### config.mk
export PLATFORM = sky130hd
export DESIGN_NAME = bram_arbiter_flat
export DESIGN_NICKNAME = d
export VERILOG_FILES = /design/src/rtl/bram_arbiter_pkg.sv /design/src/rtl/bram_arbiter_if.sv /design/src/rtl/bram_arbiter_sync_fifo.sv /design/src/rtl/bram_arbiter.sv /design/src/flat_wrapper.sv
export SDC_FILE = /design/constraint.sdc
export NUM_CORES = 1
export LEC_CHECK = 0
export CELL_PAD_IN_SITES_DETAIL_PLACEMENT = 0
export CELL_PAD_IN_SITES_GLOBAL_PLACEMENT = 1
export CORE_ASPECT_RATIO = 1.2
export CORE_MARGIN = 1.5
export CORE_UTILIZATION = 44
export CTS_CLUSTER_DIAMETER = 40
export CTS_CLUSTER_SIZE = 14
export DETAILED_ROUTE_END_ITERATION = 7
export PLACE_DENSITY_LB_ADDON = 0.1
export SLEW_MARGIN = 20
export SYNTH_ARGS = -nofsm -noshare
export SYNTH_HDL_FRONTEND = slang
export SYNTH_HIERARCHICAL = 1
export SYNTH_SLANG_ARGS = --single-unit
### constraint.sdc
create_clock -name CLK -period 3.15 [get_ports CLK]
set_input_delay 0.7875 -clock CLK [delete_from_list [all_inputs] [get_ports CLK]]
set_output_delay 0.7875 -clock CLK [all_outputs]
set_load 0.1 [all_outputs]
### src/rtl/bram_arbiter_pkg.sv
// Shared definitions for the frame-buffer arbiter and its TX/RX neighbours.
// Holds the arbiter state encoding and the default BRAM address/pixel widths.
// No logic lives here; import with bram_arbiter_pkg::*.
package bram_arbiter_pkg;

    localparam int DEF_ADDR_W = 14;
    localparam int DEF_DATA_W = 8;

    typedef enum logic [1:0] {
        ST_IDLE  = 2'd0,
        ST_DRAIN = 2'd1,
        ST_SWEEP = 2'd2
    } arb_state_t;

endpackage

### src/rtl/bram_arbiter_if.sv
// Bundle of every signal the arbiter exchanges with TX fetch, RX capture and the BRAM.
// slave: the arbiter's view (requests and BRAM read data in, grants/status out).
// master: the clients' view (TX, RX, clear control and the BRAM model).
interface bram_arbiter_if
    import bram_arbiter_pkg::*;
#(
    parameter int ADDR_W     = DEF_ADDR_W,
    parameter int DATA_W     = DEF_DATA_W,
    parameter int FIFO_DEPTH = 4
);
    localparam int LVL_W = $clog2(FIFO_DEPTH) + 1;

    logic              TX_RD_EN;
    logic [ADDR_W-1:0] TX_ADDR;
    logic [DATA_W-1:0] TX_DOUT;
    logic              TX_DVALID;
    logic              RX_WR_VALID;
    logic              RX_WR_READY;
    logic [ADDR_W-1:0] RX_WR_ADDR;
    logic [DATA_W-1:0] RX_WR_DATA;
    logic              CLEAR_REQ;
    logic              CLEAR_BUSY;
    logic              CLEAR_DONE;
    logic [LVL_W-1:0]  FIFO_LEVEL;
    logic [ADDR_W-1:0] BRAM_ADDR;
    logic [DATA_W-1:0] BRAM_DIN;
    logic              BRAM_WE;
    logic [DATA_W-1:0] BRAM_DOUT;

    modport slave (
        input  TX_RD_EN, TX_ADDR, RX_WR_VALID, RX_WR_ADDR, RX_WR_DATA, CLEAR_REQ, BRAM_DOUT,
        output TX_DOUT, TX_DVALID, RX_WR_READY, CLEAR_BUSY, CLEAR_DONE, FIFO_LEVEL,
               BRAM_ADDR, BRAM_DIN, BRAM_WE
    );

    modport master (
        output TX_RD_EN, TX_ADDR, RX_WR_VALID, RX_WR_ADDR, RX_WR_DATA, CLEAR_REQ, BRAM_DOUT,
        input  TX_DOUT, TX_DVALID, RX_WR_READY, CLEAR_BUSY, CLEAR_DONE, FIFO_LEVEL,
               BRAM_ADDR, BRAM_DIN, BRAM_WE
    );

endinterface

### src/rtl/bram_arbiter_sync_fifo.sv
// Generic synchronous FIFO (sync_fifo): push/pop, full/empty flags and occupancy level.
// Latency: a pushed entry is visible at o_dout on the cycle after the push.
// Backpressure: caller must not push when full nor pop when empty; DEPTH must be a power of 2.
module bram_arbiter_sync_fifo #(
    parameter int WIDTH = 8,
    parameter int DEPTH = 4,
    localparam int PTR_W = $clog2(DEPTH),
    localparam int LVL_W = PTR_W + 1
) (
    input  logic             i_clk,
    input  logic             i_rst_n,
    input  logic             i_push,
    input  logic [WIDTH-1:0] i_din,
    input  logic             i_pop,
    output logic [WIDTH-1:0] o_dout,
    output logic             o_full,
    output logic             o_empty,
    output logic [LVL_W-1:0] o_level
);

    logic [WIDTH-1:0] r_mem [DEPTH];
    logic [PTR_W-1:0] r_wr_ptr;
    logic [PTR_W-1:0] r_rd_ptr;
    logic [LVL_W-1:0] r_level;

    // Storage needs no reset: only entries below the level are ever read.
    always_ff @(posedge i_clk) begin
        if (i_push) begin
            r_mem[r_wr_ptr] <= i_din;
        end
    end

    always_ff @(posedge i_clk or negedge i_rst_n) begin
        if (!i_rst_n) begin
            r_wr_ptr <= '0;
            r_rd_ptr <= '0;
            r_level  <= '0;
        end else begin
            if (i_push) r_wr_ptr <= r_wr_ptr + 1'b1;
            if (i_pop)  r_rd_ptr <= r_rd_ptr + 1'b1;
            case ({i_push, i_pop})
                2'b10:   r_level <= r_level + 1'b1;
                2'b01:   r_level <= r_level - 1'b1;
                default: r_level <= r_level;
            endcase
        end
    end

    assign o_dout  = r_mem[r_rd_ptr];
    assign o_full  = (r_level == LVL_W'(DEPTH));
    assign o_empty = (r_level == '0);
    assign o_level = r_level;

endmodule

### src/rtl/bram_arbiter.sv
// Single-port BRAM arbiter: TX reads > clear sweep writes > buffered RX writes, one access/cycle.
// Latency: TX read data one cycle after request (same as a direct BRAM); RX writes retire >= 1 cycle after accept.
// Backpressure: TX never stalled; RX_WR_READY drops when the write FIFO is full or a clear is running.
module bram_arbiter
    import bram_arbiter_pkg::*;
#(
    parameter int                ADDR_W      = DEF_ADDR_W,
    parameter int                DATA_W      = DEF_DATA_W,
    parameter int                MEM_DEPTH   = 16384,
    parameter int                FIFO_DEPTH  = 4,
    parameter logic [DATA_W-1:0] CLEAR_VALUE = '0
) (
    input logic              CLK,
    input logic              RESET_N,
    bram_arbiter_if.slave    bus
);

    localparam int                LVL_W     = $clog2(FIFO_DEPTH) + 1;
    localparam logic [ADDR_W-1:0] LAST_ADDR = ADDR_W'(MEM_DEPTH - 1);

    typedef struct packed {
        logic [ADDR_W-1:0] addr;
        logic [DATA_W-1:0] data;
    } wr_ent_t;

    arb_state_t        r_state;
    arb_state_t        w_state_nxt;
    logic [ADDR_W-1:0] r_sweep_cnt;
    logic              r_tx_dvalid;
    logic              r_rdy_en;

    wr_ent_t           w_push_ent;
    wr_ent_t           w_head;
    logic              w_push;
    logic              w_full;
    logic              w_empty;
    logic [LVL_W-1:0]  w_level;

    logic              w_rx_rdy;
    logic              w_clr_gnt;
    logic              w_fifo_gnt;
    logic              w_sweep_last;
    logic [ADDR_W-1:0] w_bram_addr;
    logic [DATA_W-1:0] w_bram_din;
    logic              w_bram_we;

    assign w_push_ent = '{addr: bus.RX_WR_ADDR, data: bus.RX_WR_DATA};
    assign w_push     = bus.RX_WR_VALID && w_rx_rdy;

    bram_arbiter_sync_fifo #(
        .WIDTH ($bits(wr_ent_t)),
        .DEPTH (FIFO_DEPTH)
    ) u_wr_fifo (
        .i_clk   (CLK),
        .i_rst_n (RESET_N),
        .i_push  (w_push),
        .i_din   (w_push_ent),
        .i_pop   (w_fifo_gnt),
        .o_dout  (w_head),
        .o_full  (w_full),
        .o_empty (w_empty),
        .o_level (w_level)
    );

    // State register; r_rdy_en keeps RX_WR_READY low while reset is asserted.
    always_ff @(posedge CLK or negedge RESET_N) begin
        if (!RESET_N) begin
            r_state  <= ST_IDLE;
            r_rdy_en <= 1'b0;
        end else begin
            r_state  <= w_state_nxt;
            r_rdy_en <= 1'b1;
        end
    end

    // Next state: a clear first drains queued writes so they cannot land on top of the sweep.
    always_comb begin
        w_state_nxt = r_state;
        case (r_state)
            ST_IDLE:  if (bus.CLEAR_REQ) w_state_nxt = ST_DRAIN;
            ST_DRAIN: if (w_empty)       w_state_nxt = ST_SWEEP;
            ST_SWEEP: if (w_sweep_last)  w_state_nxt = ST_IDLE;
            default:                     w_state_nxt = ST_IDLE;
        endcase
    end

    // Outputs/grants: TX always wins; sweep and FIFO only use cycles TX leaves free.
    always_comb begin
        w_rx_rdy     = r_rdy_en && (r_state == ST_IDLE) && !w_full;
        w_clr_gnt    = (r_state == ST_SWEEP) && !bus.TX_RD_EN;
        w_fifo_gnt   = (r_state != ST_SWEEP) && !bus.TX_RD_EN && !w_empty;
        w_sweep_last = w_clr_gnt && (r_sweep_cnt == LAST_ADDR);
    end

    always_ff @(posedge CLK or negedge RESET_N) begin
        if (!RESET_N) begin
            r_sweep_cnt <= '0;
            r_tx_dvalid <= 1'b0;
        end else begin
            r_tx_dvalid <= bus.TX_RD_EN;
            if (w_clr_gnt) begin
                r_sweep_cnt <= w_sweep_last ? '0 : r_sweep_cnt + 1'b1;
            end
        end
    end

    // BRAM port mux; an idle bus is driven to all zeros.
    always_comb begin
        w_bram_addr = '0;
        w_bram_din  = '0;
        w_bram_we   = 1'b0;
        if (bus.TX_RD_EN) begin
            w_bram_addr = bus.TX_ADDR;
        end else if (w_clr_gnt) begin
            w_bram_addr = r_sweep_cnt;
            w_bram_din  = CLEAR_VALUE;
            w_bram_we   = 1'b1;
        end else if (w_fifo_gnt) begin
            w_bram_addr = w_head.addr;
            w_bram_din  = w_head.data;
            w_bram_we   = 1'b1;
        end
    end

    assign bus.BRAM_ADDR   = w_bram_addr;
    assign bus.BRAM_DIN    = w_bram_din;
    assign bus.BRAM_WE     = w_bram_we;
    assign bus.TX_DOUT     = bus.BRAM_DOUT;
    assign bus.TX_DVALID   = r_tx_dvalid;
    assign bus.RX_WR_READY = w_rx_rdy;
    assign bus.CLEAR_BUSY  = (r_state != ST_IDLE);
    assign bus.CLEAR_DONE  = w_sweep_last;
    assign bus.FIFO_LEVEL  = w_level;

endmodule

### src/flat_wrapper.sv
// flat-port wrapper written by rule: the top's interface ports become plain ports
module bram_arbiter_flat import bram_arbiter_pkg::*;
#(
    parameter int                ADDR_W      = DEF_ADDR_W,
    parameter int                DATA_W      = DEF_DATA_W,
    parameter int                MEM_DEPTH   = 16384,
    parameter int                FIFO_DEPTH  = 4,
    parameter logic [DATA_W-1:0] CLEAR_VALUE = '0
)
  (CLK, RESET_N, bus_TX_RD_EN, bus_TX_ADDR, bus_RX_WR_VALID, bus_RX_WR_ADDR, bus_RX_WR_DATA, bus_CLEAR_REQ, bus_BRAM_DOUT, bus_TX_DOUT, bus_TX_DVALID, bus_RX_WR_READY, bus_CLEAR_BUSY, bus_CLEAR_DONE, bus_FIFO_LEVEL, bus_BRAM_ADDR, bus_BRAM_DIN, bus_BRAM_WE);
  bram_arbiter_if #(.ADDR_W(ADDR_W), .DATA_W(DATA_W), .FIFO_DEPTH(FIFO_DEPTH)) bus_i ();
  input logic CLK;
  input logic RESET_N;
  input wire logic [$bits(bus_i.TX_RD_EN)-1:0] bus_TX_RD_EN;
  input wire logic [$bits(bus_i.TX_ADDR)-1:0] bus_TX_ADDR;
  input wire logic [$bits(bus_i.RX_WR_VALID)-1:0] bus_RX_WR_VALID;
  input wire logic [$bits(bus_i.RX_WR_ADDR)-1:0] bus_RX_WR_ADDR;
  input wire logic [$bits(bus_i.RX_WR_DATA)-1:0] bus_RX_WR_DATA;
  input wire logic [$bits(bus_i.CLEAR_REQ)-1:0] bus_CLEAR_REQ;
  input wire logic [$bits(bus_i.BRAM_DOUT)-1:0] bus_BRAM_DOUT;
  output wire logic [$bits(bus_i.TX_DOUT)-1:0] bus_TX_DOUT;
  output wire logic [$bits(bus_i.TX_DVALID)-1:0] bus_TX_DVALID;
  output wire logic [$bits(bus_i.RX_WR_READY)-1:0] bus_RX_WR_READY;
  output wire logic [$bits(bus_i.CLEAR_BUSY)-1:0] bus_CLEAR_BUSY;
  output wire logic [$bits(bus_i.CLEAR_DONE)-1:0] bus_CLEAR_DONE;
  output wire logic [$bits(bus_i.FIFO_LEVEL)-1:0] bus_FIFO_LEVEL;
  output wire logic [$bits(bus_i.BRAM_ADDR)-1:0] bus_BRAM_ADDR;
  output wire logic [$bits(bus_i.BRAM_DIN)-1:0] bus_BRAM_DIN;
  output wire logic [$bits(bus_i.BRAM_WE)-1:0] bus_BRAM_WE;
  assign bus_i.TX_RD_EN = bus_TX_RD_EN;
  assign bus_i.TX_ADDR = bus_TX_ADDR;
  assign bus_i.RX_WR_VALID = bus_RX_WR_VALID;
  assign bus_i.RX_WR_ADDR = bus_RX_WR_ADDR;
  assign bus_i.RX_WR_DATA = bus_RX_WR_DATA;
  assign bus_i.CLEAR_REQ = bus_CLEAR_REQ;
  assign bus_i.BRAM_DOUT = bus_BRAM_DOUT;
  assign bus_TX_DOUT = bus_i.TX_DOUT;
  assign bus_TX_DVALID = bus_i.TX_DVALID;
  assign bus_RX_WR_READY = bus_i.RX_WR_READY;
  assign bus_CLEAR_BUSY = bus_i.CLEAR_BUSY;
  assign bus_CLEAR_DONE = bus_i.CLEAR_DONE;
  assign bus_FIFO_LEVEL = bus_i.FIFO_LEVEL;
  assign bus_BRAM_ADDR = bus_i.BRAM_ADDR;
  assign bus_BRAM_DIN = bus_i.BRAM_DIN;
  assign bus_BRAM_WE = bus_i.BRAM_WE;
  bram_arbiter #(.ADDR_W(ADDR_W), .DATA_W(DATA_W), .MEM_DEPTH(MEM_DEPTH), .FIFO_DEPTH(FIFO_DEPTH), .CLEAR_VALUE(CLEAR_VALUE)) u_core (.CLK(CLK), .RESET_N(RESET_N), .bus(bus_i));
endmodule
### After elaboration in Yosys (flattened, before gate mapping)

Memories as Yosys holds them, arrays and structs flattened.
Cells that the tools add are included.

* input port bits: 49
* output and inout port bits: 38
* RAM bits: 88
* memories: 1
* latch bits: 0
* word-level logic and storage cells: 55
* register bits after elaboration: 25
* ROM bits: 0

* reduce and logical (&&, ||, !) cells: 15
* magnitude comparators: 0
* div/mod/pow operators: 0
* shift-type cells: 0
* multipliers: 0
* equal/unequal tests: 10
* bitwise logic cells: 0
* muxes and demuxes: 17
* $add $sub $neg: 5

Memories
* u_core.u_wr_fifo.r_mem: words 4, width 22, read ports 1, clocked after memory_dff 0, write ports 1, RTL line bram_arbiter_sync_fifo.sv:21 `logic [WIDTH-1:0] r_mem [DEPTH];`

Operators with widths (count)
* $mux W14: 4
* $mux W8: 3
* $add A14 B1 Y14 const B: 1
* $eq A14 B14 Y1 const B: 1
* $logic_and A1 B1 Y1: 7
* $mux W2: 3
* $pmux W2 S3: 1
* $pmux W3 S2: 1
* $mux W1: 5
* $add A2 B1 Y2 const B: 2
* $eq A2 B1 Y1 const B: 2
* $eq A2 B2 Y1 const B: 2
* $ne A2 B1 Y1 const B: 2
* $ne A2 B2 Y1 const B: 2
* $reduce_bool A2 Y1: 2
* $add A3 B1 Y3 const B: 1
* $eq A3 B3 Y1 const B: 1
* $logic_not A1 Y1: 3
* $logic_not A3 Y1: 1
* $reduce_and A3 Y1: 1
* $sub A3 B1 Y3 const B: 1
* $logic_not A2 Y1: 1

### Depth between registers and ports, before layout

* depth in word-level cells: 6
* mapped depth: 11

### Hierarchy

The synthesis kept the hierarchy.

Modules (own cells, without submodules)
* bram_arbiter_sync_fifo: area an instance 3609.7 um2, instances 1, cells each 151
* bram_arbiter: area an instance 1260.0 um2, instances 1, cells each 144

### Worst setup path after synthesis

Ideal clock, no wire load.

* path type: register to register
* from: register u_core.u_wr_fifo.r_level[1] (netlist: u_core/u_wr_fifo/o_level[1])
* to: memory u_core/u_wr_fifo/r_mem[0][0] (netlist bit), enable pin
* arrival time: 4.653 ns
* required time: 2.769 ns
* path slack: -1.883 ns
* buffers on the path: 0
* clock period less this slack: 5.033 ns
* cell stages (with the launch flop): 6
* cell sequence: dfrtp_1 inv_1 and3_1 nor3b_1 and2_1 and2_1

* cells in the longest elaborated chain, start to end: 6

Ends and longest elaborated chain
* start, declared: RTL line bram_arbiter_sync_fifo.sv:24 `logic [LVL_W-1:0] r_level;`
* start signal, assigned: RTL line bram_arbiter_sync_fifo.sv:42 `2'b10: r_level <= r_level + 1'b1;`
* start signal, assigned: RTL line bram_arbiter_sync_fifo.sv:43 `2'b01: r_level <= r_level - 1'b1;`
* start signal, assigned: RTL line bram_arbiter_sync_fifo.sv:44 `default: r_level <= r_level;`
* $eq A3 B3 Y1: RTL line bram_arbiter_sync_fifo.sv:50 `assign o_full = (r_level == LVL_W'(DEPTH));`
* via u_core.w_full: RTL line bram_arbiter.sv:35 `logic w_full;`
* $logic_not A1 Y1: RTL line bram_arbiter.sv:89 `w_rx_rdy = r_rdy_en && (r_state == ST_IDLE) && !w_full;`
* $logic_and A1 B1 Y1: RTL line bram_arbiter.sv:89
* via bus_RX_WR_READY: RTL line flat_wrapper.sv:23 `output wire logic [$bits(bus_i.RX_WR_READY)-1:0] bus_RX_WR_READY;`
* $logic_and A1 B1 Y1: RTL line bram_arbiter.sv:48 `assign w_push = bus.RX_WR_VALID && w_rx_rdy;`
* via u_core.w_push: RTL line bram_arbiter.sv:34 `logic w_push;`
* $mux W1: RTL line bram_arbiter_sync_fifo.sv:28 `if (i_push) begin`
* $mux W1 (implied by the code): RTL line bram_arbiter_sync_fifo.sv:29 `r_mem[r_wr_ptr] <= i_din;`
* end, declared: RTL line bram_arbiter_sync_fifo.sv:21

The timed path passes the listed nets, and every way through them passes these cells.

### Final worst setup path

* from: input bus_TX_RD_EN
* to: output bus_BRAM_WE

* cells in the longest elaborated chain, start to end: 6
* elaborated cells on any way between the ends: 7
* classes of those cells: mux: 3; reduce/logical: 4

Ends and longest elaborated chain
* start, declared: RTL line flat_wrapper.sv:14 `input wire logic [$bits(bus_i.TX_RD_EN)-1:0] bus_TX_RD_EN;`
* $logic_not A1 Y1: RTL line bram_arbiter.sv:90, bram_arbiter.sv:91
* $logic_and A1 B1 Y1 (2 in series): RTL line bram_arbiter.sv:91 `w_fifo_gnt = (r_state != ST_SWEEP) && !bus.TX_RD_EN && !w_empty;`
* $mux W1: RTL line bram_arbiter.sv:118 `end else if (w_fifo_gnt) begin`
* $mux W1: RTL line bram_arbiter.sv:114 `end else if (w_clr_gnt) begin`
* $mux W1 (*): RTL line bram_arbiter.sv:112 `if (bus.TX_RD_EN) begin`
* end, declared: RTL line flat_wrapper.sv:29 `output wire logic [$bits(bus_i.BRAM_WE)-1:0] bus_BRAM_WE;`

Mark *: on every way between the ends. The rest lies on a longest branch, timed or not.

==> qor.yml <==
die:
  io_pins: 87
  fp.dieH_microns: 118
  start_util_pct: 45.6
  rows: 41
  core_area_sq_um: 10700
  die_w_microns: 99.0
  dieArea_sq_um: 11700
place:
  place_ws_ns: 0.0682
  dp.cells: 488
  dp_hpwl_microns: 6140
  portBuffers: 70
  gp_congestion: 0.739
worst_setup_path:
  end_kind: "output port"
  crit_chain: "clkdlybuf4s50_1, buf_4, or3b_4, o21ai_1, buf_12"
  worstPathMaxFanout: 5
  arrival_ns: 2.28
  cp_slowest_cell: "clkdlybuf4s50_1"
  cpPeakStageDelay_ns: 0.51
  cp-start-kind: "input port"
  worst-setup-path-type: "input port to output port"
  critPathRequiredTime_ns: 2.36
global_routing:
  grt_usage_pct: 17.3
  antenna_found_initial: 0
  grt_pass1_wl_microns: 15100
  grt_pass1_vias: 2809
  grt_max_degree: 23
  grt.overflow.total: 0
drt:
  drtAntennaViolNets: 0
  initialDrtViolationCount: 164
  drc: 0
  vias_per_cell: 5.29
  wl_per_cell_microns: 18.1
  vias: 2747
  wirelength_microns: 9400
  first_pass_iters: 4
synth:
  seq_area_frac_synth_pct: 67.1
  netlist_area_sq_um: 4870
  synth_edf_count: 88
  ys_types: 45
  synth_seq_cells: 113
  yosysWarnings: 6
  synthTopCellsByArea: "edfxtp_1 54%, dfrtp_1 13%, mux4_2 8.3%, nand2_1 2.4%, mux4_1 2.2%"
  synth_area_per_cell_sq_um: 16.5
  yosysTopAreaCell: "edfxtp_1"
  yosysTopAreaCellShare_pct: 54.3
  synthCells: 295
  synth_ff_type: "edfxtp_1"
  syn-num-nets: 351
  async_flop_share_pct: 22.1
clock_network:
  cts_tree: "yes"
  cts_buffers: 17
  cts.sinks: 113
  post_cts_buffers: 0
  cts_max_path_buffers: 2
  insertion_delay_ns: 0.40
  cts-htree-levels: 4
  path_clk_slew_ns: 0.05
  cts-root-buf: "clkbuf_16"
power_and_ir_drop:
  p_per_area_nw_per_um2: 990
  p_leak_nw: 2.47
  ir_drop_mv: 0.548
  totalPowerFinal_w: 0.00648
finish:
  n_fill_cell: 813
  antenna_cells: 0
  layout_common_cells: "88 x edfxtp_1, 40 x clkdlybuf4s50_1, 31 x nand2_1"
  ff_latch_area_sq_um: 3280
  final_common_cell: "edfxtp_1"
  drive_above_1_share_pct: 27.4
  multi_input_area_sq_um: 1410
  fin_cells: 519
  area_growth_pct: 34.4
  fin_nets: 434
sta:
  setup_tns_ns: 0
  max_freq_ghz: 0.326
  slew_violations: 0
  hold_viol: 0
  fin_skew_ns: 0.00883
  timing.hold.ws_ns: 0.499
  fin_crit_sh_pct: 97.4
  finalWorstSetupSlack_ns: 0.0810
  relSlewSlack_pct: 56.6
  min_period_ns: 3.07
  worst_pin_slew_ns: 0.651
  setup_violations: 0
flow_run:
  cap_violations: 0
worst_hold_path:
  hold_path.class: "flop to flop"
status:
  status: "complete, no violations"
-- cell usage after synthesis, drive strengths merged, types with 2 or more instances --
cell,number
mux4,22
dfrtp,25
xor2,5
mux2i,2
buf,17
nand3,2
nor3,4
edfxtp,88
a22oi,12
clkbuf,4
nor4,4
nor3b,3
inv,11
a222oi,2
ha,6
and2,13
nor2,10
nand2,31
nand4,5
xnor2,12
o21ai,4
-- per-layer routing --
| metal | vias to the layer above | share of wire, % | track usage (%) | routed length [microns] |
|---|---|---|---|---|
| li1 | 1285 | - | - | - |
| met5 | - | 0 | 0 | 0 |
| met2 | 61 | 50 | 27.2 | 4660 |
| met3 | 12 | 3.4 | 4.38 | 321 |
| met4 | 0 | 1.2 | 6.16 | 116 |
| met1 | 1389 | 46 | 23.4 | 4300 |
-- kinds of logic after synthesis --
group	after synthesis	synth area share [%]
compound gates	22	3.31
fa+ha+maj	7	1.95
simple gates	79	9.12
flops	113	67.1
buf+inv	32	4.32
mux	24	10.9
other cells	1	0.0770
xor+xnor	17	3.21
-- flip-flops by register name, summed over array words and instances, names as in the netlist --
name and count:
u_core/r_sweep_cnt 14, u_core/bus.TX_DVALID 1, u_core/u_wr_fifo/r_wr_ptr 2, u_core/u_wr_fifo/r_mem 88
u_core/r_rdy_en 1, u_core/r_state 2, u_core/u_wr_fifo/r_rd_ptr 2, u_core/u_wr_fifo/o_level 3
-- where the power goes --
group          total [W]  internal [W]  switching [W]
Sequential       0.00191       0.00177       0.000143
Clock            0.00192       0.00131       0.000616
Combinational    0.00265       0.00102        0.00163
-- worst paths after layout --
path,start,endpoint,slack (ns),cells past startpoint
setup / recovery,bus_TX_RD_EN,bus_BRAM_WE,0.08,5
hold / removal,u_core/u_wr_fifo/o_level[2],u_core/u_wr_fifo/o_level[2],0.50,1
setup reg to reg,u_core/r_state[0],u_core/u_wr_fifo/o_level[2],0.84,10
hold reg to reg,u_core/u_wr_fifo/o_level[2],u_core/u_wr_fifo/o_level[2],0.50,1
max in group asynchronous,RESET_N,u_core/r_sweep_cnt[4],1.76,2
min in group asynchronous,RESET_N,u_core/u_wr_fifo/o_level[0],0.78,1
-- critical path: cells and delay by family --
kind | cells | cell delay (ns)
buffers and inverters | 3 | 0.92
AOI/OAI and AO/OA | 1 | 0.15
and+or+nand+nor | 1 | 0.42
-- what timing repair did --
action                                  CTS  global route
endpoints found under the hold margin     0             0
hold buffers                              0             0
endpoints found under the setup margin    0            10
resized for setup                         0             2
-- stage by stage --
stage                     cell area [sq um]  util [%]
after CTS                              6540      61.3
after detailed placement               5940      55.7
final                                  6550      61.3
after floorplan                        4900         -
after global placement                 5940      55.7
after global routing                   6550      61.3
-- final cells by class --
cell class                      count  area share [%]
Clock buffer                       19            6.61
Clock inverter                     12            2.54
Inverter                           11           0.631
Multi-Input combinational cell    150            21.5
Sequential cell                   113            50.1
Tap cell                          129            2.47
Timing Repair Buffer               85            16.1
No activity file was read; power rests on OpenSTA's default activity.
